File: src/rtl/cache_mem_arbiter.sv
// Single-port SDRAM arbiter shared by the I-cache fill path and D-cache fill/write-back path.
// One burst at a time; ties alternate based on the last granted requester.
module cache_mem_arbiter #(
  parameter int ADDR_W    = 24,
  parameter int DATA_W    = 16,
  parameter int BURST_LEN = 4
) (
  input  logic              clk,
  input  logic              n_RST,
  input  logic              i_req,
  input  logic [ADDR_W-1:0] i_addr,
  output logic              i_gnt,
  output logic              i_rvalid,
  output logic              i_done,
  input  logic              d_req,
  input  logic              d_wren,
  input  logic [ADDR_W-1:0] d_addr,
  input  logic [DATA_W-1:0] d_wdata,
  output logic              d_gnt,
  output logic              d_rvalid,
  output logic              d_wnext,
  output logic              d_done,
  output logic [DATA_W-1:0] rdata,
  output logic              mem_req,
  output logic              mem_wren,
  output logic [ADDR_W-1:0] mem_addr,
  input  logic              mem_ready,
  input  logic              mem_rvalid,
  input  logic [DATA_W-1:0] mem_rdata,
  input  logic              mem_wnext,
  output logic [DATA_W-1:0] mem_wdata,
  output logic              busy
);

  localparam int CW = $clog2(BURST_LEN);
  localparam logic [CW-1:0] LAST = CW'(BURST_LEN - 1);

  typedef enum logic [1:0] {
    IDLE,
    ISSUE,
    XFER,
    DONE
  } state_t;

  state_t            state;
  state_t            state_n;
  logic [CW-1:0]     cnt;
  logic [CW-1:0]     cnt_n;
  logic              last_d;
  logic              last_d_n;
  logic              i_gnt_n;
  logic              d_gnt_n;
  logic              wren_n;
  logic [ADDR_W-1:0] addr_n;
  logic              xfer;
  logic              beat;
  logic              pick_d;

  assign xfer   = (state == XFER);
  // Only the beat kind matching the transaction direction advances the burst.
  assign beat   = mem_wren ? mem_wnext : mem_rvalid;
  assign pick_d = d_req & (~i_req | ~last_d);

  always_ff @(posedge clk) begin
    if (!n_RST) begin
      state    <= IDLE;
      cnt      <= '0;
      last_d   <= 1'b0;
      i_gnt    <= 1'b0;
      d_gnt    <= 1'b0;
      mem_wren <= 1'b0;
      mem_addr <= '0;
    end else begin
      state    <= state_n;
      cnt      <= cnt_n;
      last_d   <= last_d_n;
      i_gnt    <= i_gnt_n;
      d_gnt    <= d_gnt_n;
      mem_wren <= wren_n;
      mem_addr <= addr_n;
    end
  end

  always_comb begin
    state_n  = state;
    cnt_n    = cnt;
    last_d_n = last_d;
    i_gnt_n  = i_gnt;
    d_gnt_n  = d_gnt;
    wren_n   = mem_wren;
    addr_n   = mem_addr;
    unique case (state)
      IDLE: begin
        if (i_req | d_req) begin
          state_n  = ISSUE;
          last_d_n = pick_d;
          i_gnt_n  = ~pick_d;
          d_gnt_n  = pick_d;
          wren_n   = pick_d & d_wren;
          addr_n   = pick_d ? d_addr : i_addr;
        end
      end
      ISSUE: begin
        if (mem_ready) begin
          state_n = XFER;
          cnt_n   = '0;
        end
      end
      XFER: begin
        if (beat) begin
          cnt_n = cnt + 1'b1;
          if (cnt == LAST) state_n = DONE;
        end
      end
      DONE: begin
        state_n = IDLE;
        i_gnt_n = 1'b0;
        d_gnt_n = 1'b0;
      end
    endcase
  end

  assign mem_req   = (state == ISSUE);
  assign busy      = (state != IDLE);
  assign i_done    = (state == DONE) & i_gnt;
  assign d_done    = (state == DONE) & d_gnt;
  assign rdata     = mem_rdata;
  assign mem_wdata = d_wdata;
  assign i_rvalid  = mem_rvalid & i_gnt & xfer;
  assign d_rvalid  = mem_rvalid & d_gnt & ~mem_wren & xfer;
  assign d_wnext   = mem_wnext & d_gnt & mem_wren & xfer;

endmodule

File: config.mk
export PLATFORM = sky130hd
export DESIGN_NAME = cache_mem_arbiter
export DESIGN_NICKNAME = d
export VERILOG_FILES = /design/src/rtl/cache_mem_arbiter.sv
export SDC_FILE = /design/constraint.sdc
export NUM_CORES = 1
export LEC_CHECK = 0
export ABC_AREA = 0
export ABC_CLOCK_PERIOD_IN_PS = 1600
export BUFFER_PORTS_ARGS = -buffer_cell sky130_fd_sc_hd__buf_2
export CAP_MARGIN = 20
export CORE_MARGIN = 5
export CORE_UTILIZATION = 34
export DETAILED_ROUTE_END_ITERATION = 12
export PLACE_DENSITY = 0.87
export RECOVER_POWER = 100
export SLEW_MARGIN = 20
export SYNTH_ARGS = -nofsm -noshare
export SYNTH_HDL_FRONTEND = slang
export SYNTH_SLANG_ARGS = --single-unit
File: constraint.sdc
create_clock -name clk -period 1.6 [get_ports clk]
set_input_delay 0.24 -clock clk [delete_from_list [all_inputs] [get_ports clk]]
set_output_delay 0.24 -clock clk [all_outputs]
set_load 0.02 [all_outputs]
# Word level (Yosys, flattened, before mapping)
# Cells that the tools add are included.
# classes
addsub	1
eq_ne	8
muxes	14
bitwise	18
n_reduce_logical	8
# op_table
op	count
24-bit 2-to-1 mux	1
1-bit AND	12
2-bit 2-to-1 mux	6
2-bit case mux with 4 select lines	1
2-bit equality test, second input constant	3
2-bit by 1-bit != test with 1-bit output, second input constant	3
2-bit nonzero test	3
1-bit inverter	4
1-bit case mux with 2 select lines	2
2-bit case mux with 2 select lines	1
2-bit AND reduction	2
4-bit AND reduction	1
1-bit 2-to-1 mux	3
3-bit AND reduction	1
2-bit by 1-bit adder with 2-bit output, second input constant	1
2-bit by 1-bit equality test with 1-bit output, second input constant	1
2-bit zero test	1
2-bit != test, second input constant	1
1-bit bitwise OR	2
# word_totals
ff_bits	32
inputBits	88
output_inout_bits	66

# Depth between registers and ports, before layout
# Gate-level depths: netlist (run 1).
# depth
depth_word	6
depth_mapped	7

# Least setup slack after synthesis (run 1)
# No wires, ideal clock.
# synth_path
kind	register to register
start	register state[0]
end	register state[0]
arrival_time_ps	1501
setup_slack_ps	-17
stages_incl_launch_ff	7
synth_period_minus_slack_ps	1617
path_cell_list	dfxtp_1 > inv_1 > ha_1 > clkbuf_2 > nor3b_1 > or4_1 > o211a_1
# synth_via
elab_chain_len	3
word_cells_on_any_way	10
cone_classes	eq/ne: 7; mux: 1; reduce/logical: 2
# synth_rtl
element	line_no	source
from (decl)	45	state_t state;
from (signal assigned)	74	state <= state_n;
2-bit equality test, or another cell as far along	92	unique case (state)
2-bit by 1-bit != test with 1-bit output (no source line) or 2-bit != test (tied branches)	n/a	
4-bit AND reduction (no source line)	n/a	
# Parallel ways exist; a longest one is shown, timed or not.
# A chain may end at the register's enable or synchronous reset.

# Final worst setup path (run 1)
# layout_path
start	register state[1]
end	register state[1]
# Same word-level chain as after synthesis.

==> results.py, run 1 <==
metrics = {
    "timing": {
        "relSlewSlack": 0.715,
        "clock_skew_ns": 0.00548,
        "max_clock_freq_mhz": 641,
        "finalCriticalPeriod_ns": 1.56,
        "setup_violations": 0,
        "finalCritPeriodShare": 0.975,
        "rsz0062_at_grt": "yes",
        "tightest_slew_ns": 0.427,
        "slew_viol_final": 0,
        "hold_viol": 0,
        "postLayoutSetupSlackWorst_ns": 0.0395,
    },
    "layout": {
        "area_growth_pct": 22.6,
        "fin_nets": 350,
        "instances_no_fill": 327,
        "antenna_cells": 0,
        "layout-drive-gt1-share": 0.331,
    },
    "clock_network": {
        "root_buffer": "clkbuf_8",
        "clkLatencyLatePin_ns": 0.28,
        "cts_sinks": 32,
        "numCtsBuffers": 5,
        "cts.hold.buffers_added": 0,
        "cts_tree": "built",
        "clk_pin_slew_ns": 0.07,
        "htreeDepth": 2,
        "clock_path_buffers": 2,
    },
    "placement": {
        "port_buffers": 89,
        "dpl.hpwl_mm": 3.32,
        "dp_slack_ns": 0.000541,
        "gp_congestion": 0.771,
        "numPlacedInstances": 319,
    },
    "drt": {
        "vias_per_cell": 4.73,
        "num_vias": 1548,
        "ant_nets": 0,
        "drtPass1Iterations": 4,
        "wl_per_cell_um": 13.1,
        "drt_iter0_markers": 41,
        "drt_wl_total_mm": 4.29,
        "drc_errors": 0,
    },
    "die": {
        "core_region_area_sq_um": 5110,
        "start_util": 0.349,
        "io_pins": 154,
        "fp.dieW_um": 82.4,
        "num_rows": 26,
        "die-area_sq_um": 6790,
        "die_y_um": 82.4,
    },
    "run_status": {
        "status": "finished, final reports clean",
    },
    "setup_path": {
        "start_kind": "flip-flop",
        "cp_max_fo": 4,
        "r2r_slack_ns": 0.04,
        "worstPathArrival_ns": 1.77,
        "path_class": "flip-flop to flip-flop",
        "end_kind": "flip-flop",
        "worstPathRequired_ns": 1.80,
    },
    "synth": {
        "synth_edf_count": 0,
        "synth_cell_type_count": 28,
        "syn_nets": 291,
        "synth_area_per_cell_sq_um": 9.04,
        "async_reset_ff_frac": 0,
        "synthCells": 197,
        "synth_flop_cell": "dfxtp_1",
        "ys_seq_area_frac": 0.360,
        "synth_warnings": 0,
        "syn_area_sq_um": 1780,
        "ys_ff_latch": 32,
    },
    "power_and_ir_drop": {
        "power_density_nw_per_um2": 1590,
        "irDropWorstVdd_v": 0.000629,
        "p_leak_nw": 1.01,
    },
    "grt": {
        "grt_pass1_vias": 1612,
        "grt_pass1_wl_mm": 6.84,
        "overflow": 0,
        "grt_max_degree": 29,
        "antenna_found_initial": 0,
        "grt_use_total": 0.129,
    },
    "min_path": {
        "hp-class": "input port to flip-flop",
    },
    "flow_run": {
        "maxCapViolCount": 0,
    },
}
==> worst paths after layout <==
check | startpoint | end | depth (start not counted)
max | state[1] | state[1] | 5
min | d_wren | mem_wren | 3
max reg2reg | state[1] | state[1] | 5
min reg2reg | cnt[0] | cnt[0] | 2
==> flip-flops by register name, indices dropped and copies added, names as in the netlist <==
register	flops
mem_wren	1
cnt	2
last_d	1
i_gnt	1
mem_addr	24
d_gnt	1
state	2
==> layout by cell type, fill, tap and decap left out, types with 2 or more instances in the layout <==
cell type | Yosys | routed
nand3_1 | 2 | 2
nor2b_1 | 2 | 2
inv_1 | 4 | 2
o21ai_0 | 27 | 27
mux2i_1 | 28 | 28
nor2_1 | 3 | 3
nand3b_1 | 2 | 2
inv_2 | 0 | 2
buf_4 | 32 | 7
a21oi_1 | 28 | 28
nand2_1 | 4 | 4
clkbuf_8 | 0 | 5
dfxtp_2 | 0 | 2
or4_1 | 2 | 2
clkbuf_1 | 7 | 28
buf_2 | 2 | 61
dfxtp_1 | 32 | 30
ha_1 | 6 | 4
and2_1 | 2 | 2
==> logic make-up after synthesis <==
| kind of cell | after synthesis | synth area share |
|---|---|---|
| compound gates | 61 | 0.186 |
| simple gates | 21 | 0.0695 |
| flops | 32 | 0.360 |
| mux | 28 | 0.157 |
| buf+inv | 49 | 0.185 |
| fa+ha+maj | 6 | 0.0421 |
==> worst max-delay path: stages, from the launching register on <==
cell,delay [ns]
dfxtp_2,0.36
inv_2,0.06
ha_1,0.21
nor2b_1,0.17
a2111oi_2,0.46
mux2i_1,0.23
==> stage by stage <==
stage | hold WS, ns | power [mW] | util | setup TNS (ns) | instance area, sq um
2_1_floorplan | 0.355 | 2.33 | - | 0 | 1780
3_3_place_gp | 0.448 | 2.68 | 0.408 | 0 | 2080
3_5_place_dp | 0.470 | 2.73 | 0.408 | 0 | 2080
4_1_cts | 0.217 | 3.53 | 0.431 | 0 | 2200
5_1_grt | 0.219 | 3.76 | 0.428 | -0.266 | 2180
6_report | 0.231 | 3.47 | 0.428 | 0 | 2180
==> layer usage <==
metal  global-route usage  part of all wire  vias up
li1                     -                 -      775
met1                0.142              0.39      679
met5                    0                 0        -
met3               0.0434              0.11       14
met4               0.0565             0.018        0
met2                0.224              0.47       80
==> synth_stat cells (3+ instances only) <==
cell type / instances / area share
inv_1: 4 / 0.0084
o21ai_0: 27 / 0.076
a21oi_1: 28 / 0.079
nand2_1: 4 / 0.0084
dfxtp_1: 32 / 0.36
mux2i_1: 28 / 0.16
buf_6: 3 / 0.019
nor2_1: 3 / 0.0063
ha_1: 6 / 0.042
clkbuf_1: 7 / 0.015
buf_4: 32 / 0.13
==> report_power, final <==
group | switching (mW) | internal, mW | total [mW] | leakage [nW]
Combinational | 0.940 | 0.586 | 1.53 | 0.692
Sequential | 0.143 | 1.05 | 1.19 | 0.266
Clock | 0.289 | 0.462 | 0.751 | 0.0552
==> cell type report <==
cell class | instances | area, sq um
repair buffers | 97 | 494
inverters | 4 | 15.0
clock inverters | 2 | 35.0
flip-flops and latches | 32 | 643
well taps | 70 | 87.6
clock buffers | 6 | 72.6
multi-input cells | 116 | 837
fillers | 516 | 2920
==> repair_timing <==
item | CTS | global route
resized for setup | 4 | 5
setup endpoints to repair | 6 | 25
buffers inserted | 0 | 0
Note: power is estimated with default switching activity, not from simulation.
==> run 2, diff against run 1 <==
--- a/config.mk
+++ b/config.mk
@@ -5,14 +5,14 @@
 export SDC_FILE = /design/constraint.sdc
 export NUM_CORES = 1
 export LEC_CHECK = 0
-export ABC_AREA = 0
+export ABC_AREA = 1
 export ABC_CLOCK_PERIOD_IN_PS = 1600
 export BUFFER_PORTS_ARGS = -buffer_cell sky130_fd_sc_hd__buf_2
 export CAP_MARGIN = 20
 export CORE_MARGIN = 5
-export CORE_UTILIZATION = 34
+export CORE_UTILIZATION = 36
 export DETAILED_ROUTE_END_ITERATION = 12
-export PLACE_DENSITY = 0.87
+export PLACE_DENSITY = 0.89
 export RECOVER_POWER = 100
 export SLEW_MARGIN = 20
 export SYNTH_ARGS = -nofsm -noshare
==> run 2 against run 1 <==
Against the previous run:
- largest cell class unchanged
- global-route usage up 0.87 points
- cell count rose by 23%
- count of clock-buffer cells in the layout is 2 higher
- power increased by 8.5%
- highest routed layer unchanged
==> results.py, run 2 <==
metrics = {
    "drt": {
        "wl_per_cell_um": 11.9,
        "ant_nets": 0,
        "drc_errors": 0,
        "drt_wl_total_mm": 4.76,
        "drt_iter0_markers": 57,
        "vias_per_cell": 4.63,
        "num_vias": 1858,
        "drtPass1Iterations": 4,
    },
    "synth": {
        "synth_edf_count": 0,
        "syn_area_sq_um": 1920,
        "synth.area.top_cells": "dfxtp_1, buf_4, nand2_1",
        "synth_flop_cell": "dfxtp_1",
        "synth_cell_type_count": 25,
        "ys_seq_area_frac": 0.334,
        "synthCells": 275,
        "async_reset_ff_frac": 0,
        "syn_nets": 369,
        "ys_ff_latch": 32,
        "ys_top_cells_by_count": "nand2_1, nor2_1, buf_4, dfxtp_1, a21oi_1",
        "synth_top_area_frac": 0.334,
        "yosysMostFrequentCell": "nand2_1",
        "synth_area_per_cell_sq_um": 6.98,
        "synth_top_area_cell": "dfxtp_1",
        "synth_warnings": 0,
    },
    "clock_network": {
        "clkLatencyLatePin_ns": 0.27,
        "root_buffer": "clkbuf_8",
        "cts.hold.buffers_added": 0,
        "htreeDepth": 2,
        "numCtsBuffers": 5,
        "cts_setup_buffers": 0,
        "clk_pin_slew_ns": 0.06,
        "cts_sinks": 32,
        "clock_path_buffers": 2,
        "cts_tree": "built",
    },
    "layout": {
        "final_cell_area_sq_um": 2240,
        "instances_no_fill": 401,
        "antenna_cells": 0,
        "fin_nets": 424,
        "top_regs": "mem_addr x24, cnt x2, state x2",
        "largest-register": "mem_addr",
        "final_common_cell": "nand2_1",
        "area_growth_pct": 16.5,
        "final_cell_mix": "nand2_1, buf_2, nor2_1",
        "layout-drive-gt1-share": 0.281,
        "largest_reg_flops": 24,
        "fin_util": 0.435,
    },
    "placement": {
        "port_buffers": 89,
        "dpl_cell_area_sq_um": 2170,
        "gp_congestion": 0.827,
        "numPlacedInstances": 393,
        "dpl.hpwl_mm": 3.65,
    },
    "setup_path": {
        "crit_top_cell": "inv_1",
        "timing.rr.end": "mem_addr[2]",
        "slowest_delay_ns": 0.36,
        "r2r_slack_ns": 0.10,
        "path_class": "flip-flop to output pin",
        "end_kind": "output pin",
        "crit_chain": "inv_1 -> ha_2 -> buf_4 -> inv_1 -> buf_2",
        "slowest_stage": "dfxtp_4",
        "r2r_cells": 8,
        "worstPathArrival_ns": 1.33,
        "cp_max_fo": 7,
        "worstPathRequired_ns": 1.36,
        "start_kind": "flip-flop",
        "reg2reg_from": "state[1]",
    },
    "min_path": {
        "hold_depth": 3,
        "hp-class": "input port to flip-flop",
        "holdCritStartpoint": "d_addr[9]",
        "whs_endpoint": "mem_addr[9]",
    },
    "power_and_ir_drop": {
        "share_comb_of_total_power": 0.492,
        "p_clk_frac": 0.165,
        "power_density_nw_per_um2": 1680,
        "irDropWorstVdd_v": 0.000695,
        "p_total_mw": 3.76,
        "p_sw_mw": 1.69,
        "pwr-share-seq": 0.343,
        "switching_share": 0.448,
        "p_int_mw": 2.08,
        "p_leak_nw": 1.07,
    },
    "grt": {
        "grt_max_degree": 30,
        "grt_pass1_vias": 1716,
        "grt_use_total": 0.138,
        "grt_pass1_wl_mm": 7.98,
        "overflow": 0,
        "antenna_found_initial": 0,
    },
    "timing": {
        "finalCriticalPeriod_ns": 1.57,
        "rsz0062_at_grt": "yes",
        "clock_skew_ns": 0.00496,
        "finalCritPeriodShare": 0.983,
        "relSlewSlack": 0.646,
        "slew_viol_final": 0,
        "hold_ws_ns": 0.185,
        "setup_violations": 0,
        "hold_viol": 0,
        "max_clock_freq_mhz": 636,
        "tightest_slew_ns": 0.530,
    },
    "die": {
        "num_rows": 26,
        "fp.dieW_um": 83.0,
        "core_region_area_sq_um": 5140,
        "die-area_sq_um": 6900,
        "io_pins": 154,
        "start_util": 0.374,
        "die_y_um": 83.0,
    },
    "flow_run": {
        "maxCapViolCount": 0,
    },
    "run_status": {
        "status": "finished, final reports clean",
    },
}
[run 2: logic make-up (layout without fill, tap and decap cells)]
kind of cell / after synthesis / after routing / synth area share
fa+ha+maj: 6 / 6 / 0.0391
compound gates: 57 / 57 / 0.162
simple gates: 117 / 117 / 0.252
flops: 32 / 32 / 0.334
buf+inv: 63 / 119 / 0.213
[run 2: area by class of cell]
cell class                 count  area, sq um
timing repair buffer          93          450
inverter                      18         67.6
clock buffer                   8         90.1
multi-input combinational    180          896
sequential                    32          646
fill                         566         2900
tap                           70         87.6
[run 2: critical path: cells and delay by family, from the launching register on]
kind	cells	cell delay, ns
buffers and inverters	4	0.47
DFF	1	0.36
adders and majority gates	1	0.22
[run 2: metrics by stage]
step	worst slack (ns)	setup TNS [ns]
finish	0.0275	0
floorplan	0.137	0
detailed placement	0.169	0
global route	-0.0537	-0.271
global placement	0.239	0
CTS	0.0181	0
[run 2: worst max path at each step]
stage	cells past startpoint	endpoint	startpoint	slack, ns
floorplan	4	d_rvalid	state[0]	0.14
global placement	9	state[1]	state[0]	0.24
detailed placement	8	mem_addr[0]	state[1]	0.17
CTS	5	busy	state[1]	0.02
global route	5	busy	state[1]	-0.05
finish	5	busy	state[1]	0.03
[run 2: power by group through the flow]
stage | combinational [mW] | sequential (mW) | clock (mW)
finish | 1.85 | 1.29 | 0.619
global route | 2.07 | 1.33 | 0.685
CTS | 1.99 | 1.28 | 0.646
detailed placement | 1.97 | 1.28 | 0
global placement | 1.91 | 1.27 | 0
floorplan | 1.22 | 1.58 | 0
[run 2: what timing repair did]
item | CTS | global route
endpoints found under the setup margin | 4 | 3
pin swaps | 0 | 0
gates resized for setup | 6 | 5
[run 2: metal layers]
layer	GRT usage	wire length, um
met5	0	0
met4	0.0461	59
met3	0.0604	452
met2	0.223	2220
met1	0.163	2020
==> run 3, diff against run 2 <==
--- a/config.mk
+++ b/config.mk
@@ -6,14 +6,15 @@
 export NUM_CORES = 1
 export LEC_CHECK = 0
 export ABC_AREA = 1
-export ABC_CLOCK_PERIOD_IN_PS = 1600
-export BUFFER_PORTS_ARGS = -buffer_cell sky130_fd_sc_hd__buf_2
+export ABC_CLOCK_PERIOD_IN_PS = 1640
+export BUFFER_PORTS_ARGS = -buffer_cell sky130_fd_sc_hd__buf_4
 export CAP_MARGIN = 20
 export CORE_MARGIN = 5
-export CORE_UTILIZATION = 36
+export CORE_UTILIZATION = 39
 export DETAILED_ROUTE_END_ITERATION = 12
-export PLACE_DENSITY = 0.89
+export PLACE_DENSITY = 0.91
 export RECOVER_POWER = 100
+export REMOVE_ABC_BUFFERS = 1
 export SLEW_MARGIN = 20
 export SYNTH_ARGS = -nofsm -noshare
 export SYNTH_HDL_FRONTEND = slang
==> constraint.sdc (replaced) <==
create_clock -name clk -period 1.64 [get_ports clk]
set_input_delay 0.246 -clock clk [delete_from_list [all_inputs] [get_ports clk]]
set_output_delay 0.246 -clock clk [all_outputs]
set_load 0.02 [all_outputs]
==> run 3 against run 2 <==
Against the previous run:
- clock power is 18% higher
- critical path depth stayed put
- wire length is 33% higher
- via count is 4.2% higher
- power is 4.9% higher
- combinational power is 6% higher
- first-iteration DRC count is 95% higher
- sequential power is 3% lower
- cell count is 0.25% lower
==> results.py, run 3 (same netlist as run 2, synthesis figures left out) <==
metrics = {
    "run_status": {
        "status": "finished, final reports clean",
    },
    "timing": {
        "finalCriticalPeriod_ns": 1.57,
        "relSlewSlack": 0.811,
        "tightest_slew_ns": 0.284,
        "rsz0062_at_grt": "yes",
        "hold_viol": 0,
        "setup_violations": 0,
        "max_clock_freq_mhz": 637,
        "clock_skew_ns": 0.00654,
        "postLayoutSetupSlackWorst_ns": 0.0702,
        "slew_viol_final": 0,
        "finalCritPeriodShare": 0.957,
    },
    "grt": {
        "grt_max_degree": 30,
        "grt_pass1_vias": 1916,
        "grt_use_total": 0.199,
        "overflow": 0,
        "antenna_found_initial": 0,
        "grt_pass1_wl_mm": 9.67,
    },
    "setup_path": {
        "worstPathBufferInverterCount": 4,
        "start_kind": "flip-flop",
        "slowest_stage": "dfxtp_4",
        "worstPathRequired_ns": 1.39,
        "cp_top_family": "buffers and inverters",
        "slowest_delay_ns": 0.36,
        "path_class": "flip-flop to output pin",
        "end_kind": "output pin",
        "crit_chain": "inv_1 -> ha_2 -> buf_4 -> inv_1 -> buf_4",
        "worstPathArrival_ns": 1.32,
        "crit_cells": 5,
        "cp_max_fo": 7,
        "r2r_cells": 8,
    },
    "layout": {
        "final_common_cell": "buf_4",
        "final_cell_mix": "buf_4, nand2_1, nor2_1",
        "antenna_cells": 0,
        "largest-register": "mem_addr",
        "area_growth_pct": 27.4,
        "fin_nets": 426,
        "largest_reg_flops": 24,
        "layout-drive-gt1-share": 0.294,
        "top_regs": "mem_addr x24, cnt x2, state x2",
    },
    "die": {
        "die_y_um": 80.2,
        "fp.dieW_um": 80.2,
        "core_region_area_sq_um": 4750,
        "num_rows": 25,
        "start_util": 0.404,
        "die-area_sq_um": 6430,
        "io_pins": 154,
    },
    "clock_network": {
        "clkLatencyLatePin_ns": 0.27,
        "root_buffer": "clkbuf_8",
        "clk_pin_slew_ns": 0.07,
        "cts_tree": "built",
        "htreeDepth": 2,
        "numCtsBuffers": 5,
        "clock_path_buffers": 2,
        "cts_sinks": 32,
    },
    "power_and_ir_drop": {
        "irDropWorstVdd_v": 0.000720,
        "p_leak_nw": 1.16,
        "power_density_nw_per_um2": 1610,
        "p_total_mw": 3.95,
    },
    "flow_run": {
        "maxCapViolCount": 0,
    },
    "drt": {
        "drt_iter0_markers": 111,
        "drtPass1Iterations": 4,
        "drc_errors": 0,
        "ant_nets": 0,
        "vias_per_cell": 4.84,
        "drt_wl_total_mm": 6.34,
        "wl_per_cell_um": 15.9,
        "num_vias": 1936,
    },
    "placement": {
        "gp_congestion": 0.773,
        "dpl.hpwl_mm": 5.12,
        "port_buffers": 89,
        "dp_slack_ns": 0.170,
    },
    "min_path": {
        "hp-class": "input port to flip-flop",
        "hold_depth": 3,
    },
}
-- run 3: cell count changes in the layout (fill, tap and decap cells not counted), moves of 2 or more --
cell / delta
buf_6: -2
buf_12: +3
buf_4: +61
clkbuf_1: -4
buf_2: -57
-- run 3: path summary, 6_finish.rpt --
kind	from	to	slack (ns)
min	d_addr[6]	mem_addr[6]	0.19
max reg2reg	state[1]	mem_addr[2]	0.19
min reg2reg	last_d	last_d	0.47
max	state[1]	busy	0.07
-- run 3: worst register-to-register path, cell delays in order (launching register included) --
cell     delay [ns]
dfxtp_4        0.36
inv_1          0.10
ha_2           0.22
nand2_4        0.08
inv_4          0.18
buf_12         0.18
nand2_1        0.06
a21oi_1        0.12
nor2_1         0.05
-- run 3: through the flow --
| stage | hold slack [ns] | std cells | TNS [ns] | area [sq um] | utilization |
|---|---|---|---|---|---|
| after floorplan | 0.367 | 230 | 0 | 1580 | - |
| after global placement | 0.454 | 392 | 0 | 2420 | 0.508 |
| after detailed placement | 0.469 | 392 | 0 | 2420 | 0.508 |
| after CTS | 0.184 | 400 | -0.0233 | 2530 | 0.532 |
| after global routing | 0.185 | 400 | -0.00181 | 2450 | 0.515 |
| final | 0.190 | 400 | 0 | 2450 | 0.515 |
-- run 3: report_power, final --
| part | switching [mW] | internal, mW |
|---|---|---|
| clock network | 0.277 | 0.451 |
| logic | 1.25 | 0.720 |
| registers | 0.173 | 1.08 |
| total | 1.70 | 2.25 |
-- run 3: area by class of cell --
type	count	area (sq um)
sequential	32	646
fill	501	2310
tap	67	83.8
multi-input combinational	180	891
inverter	18	70.1
clock buffer	6	72.6
timing repair buffer	95	649
clock inverter	2	35.0
-- run 3: timing repair --
item	in CTS	in global routing
hold buffers	0	0
pin swaps	0	0
setup endpoints to repair	2	3
buffers inserted	0	0
resized for setup	2	6
-- run 3: layer usage --
metal  up-vias  wire, um  track usage
met5         -        59       0.0818
met4         2       102       0.0507
met3        12      1150        0.154
met2       113      2670        0.288
met1       858      2350        0.223
li1        951         -            -
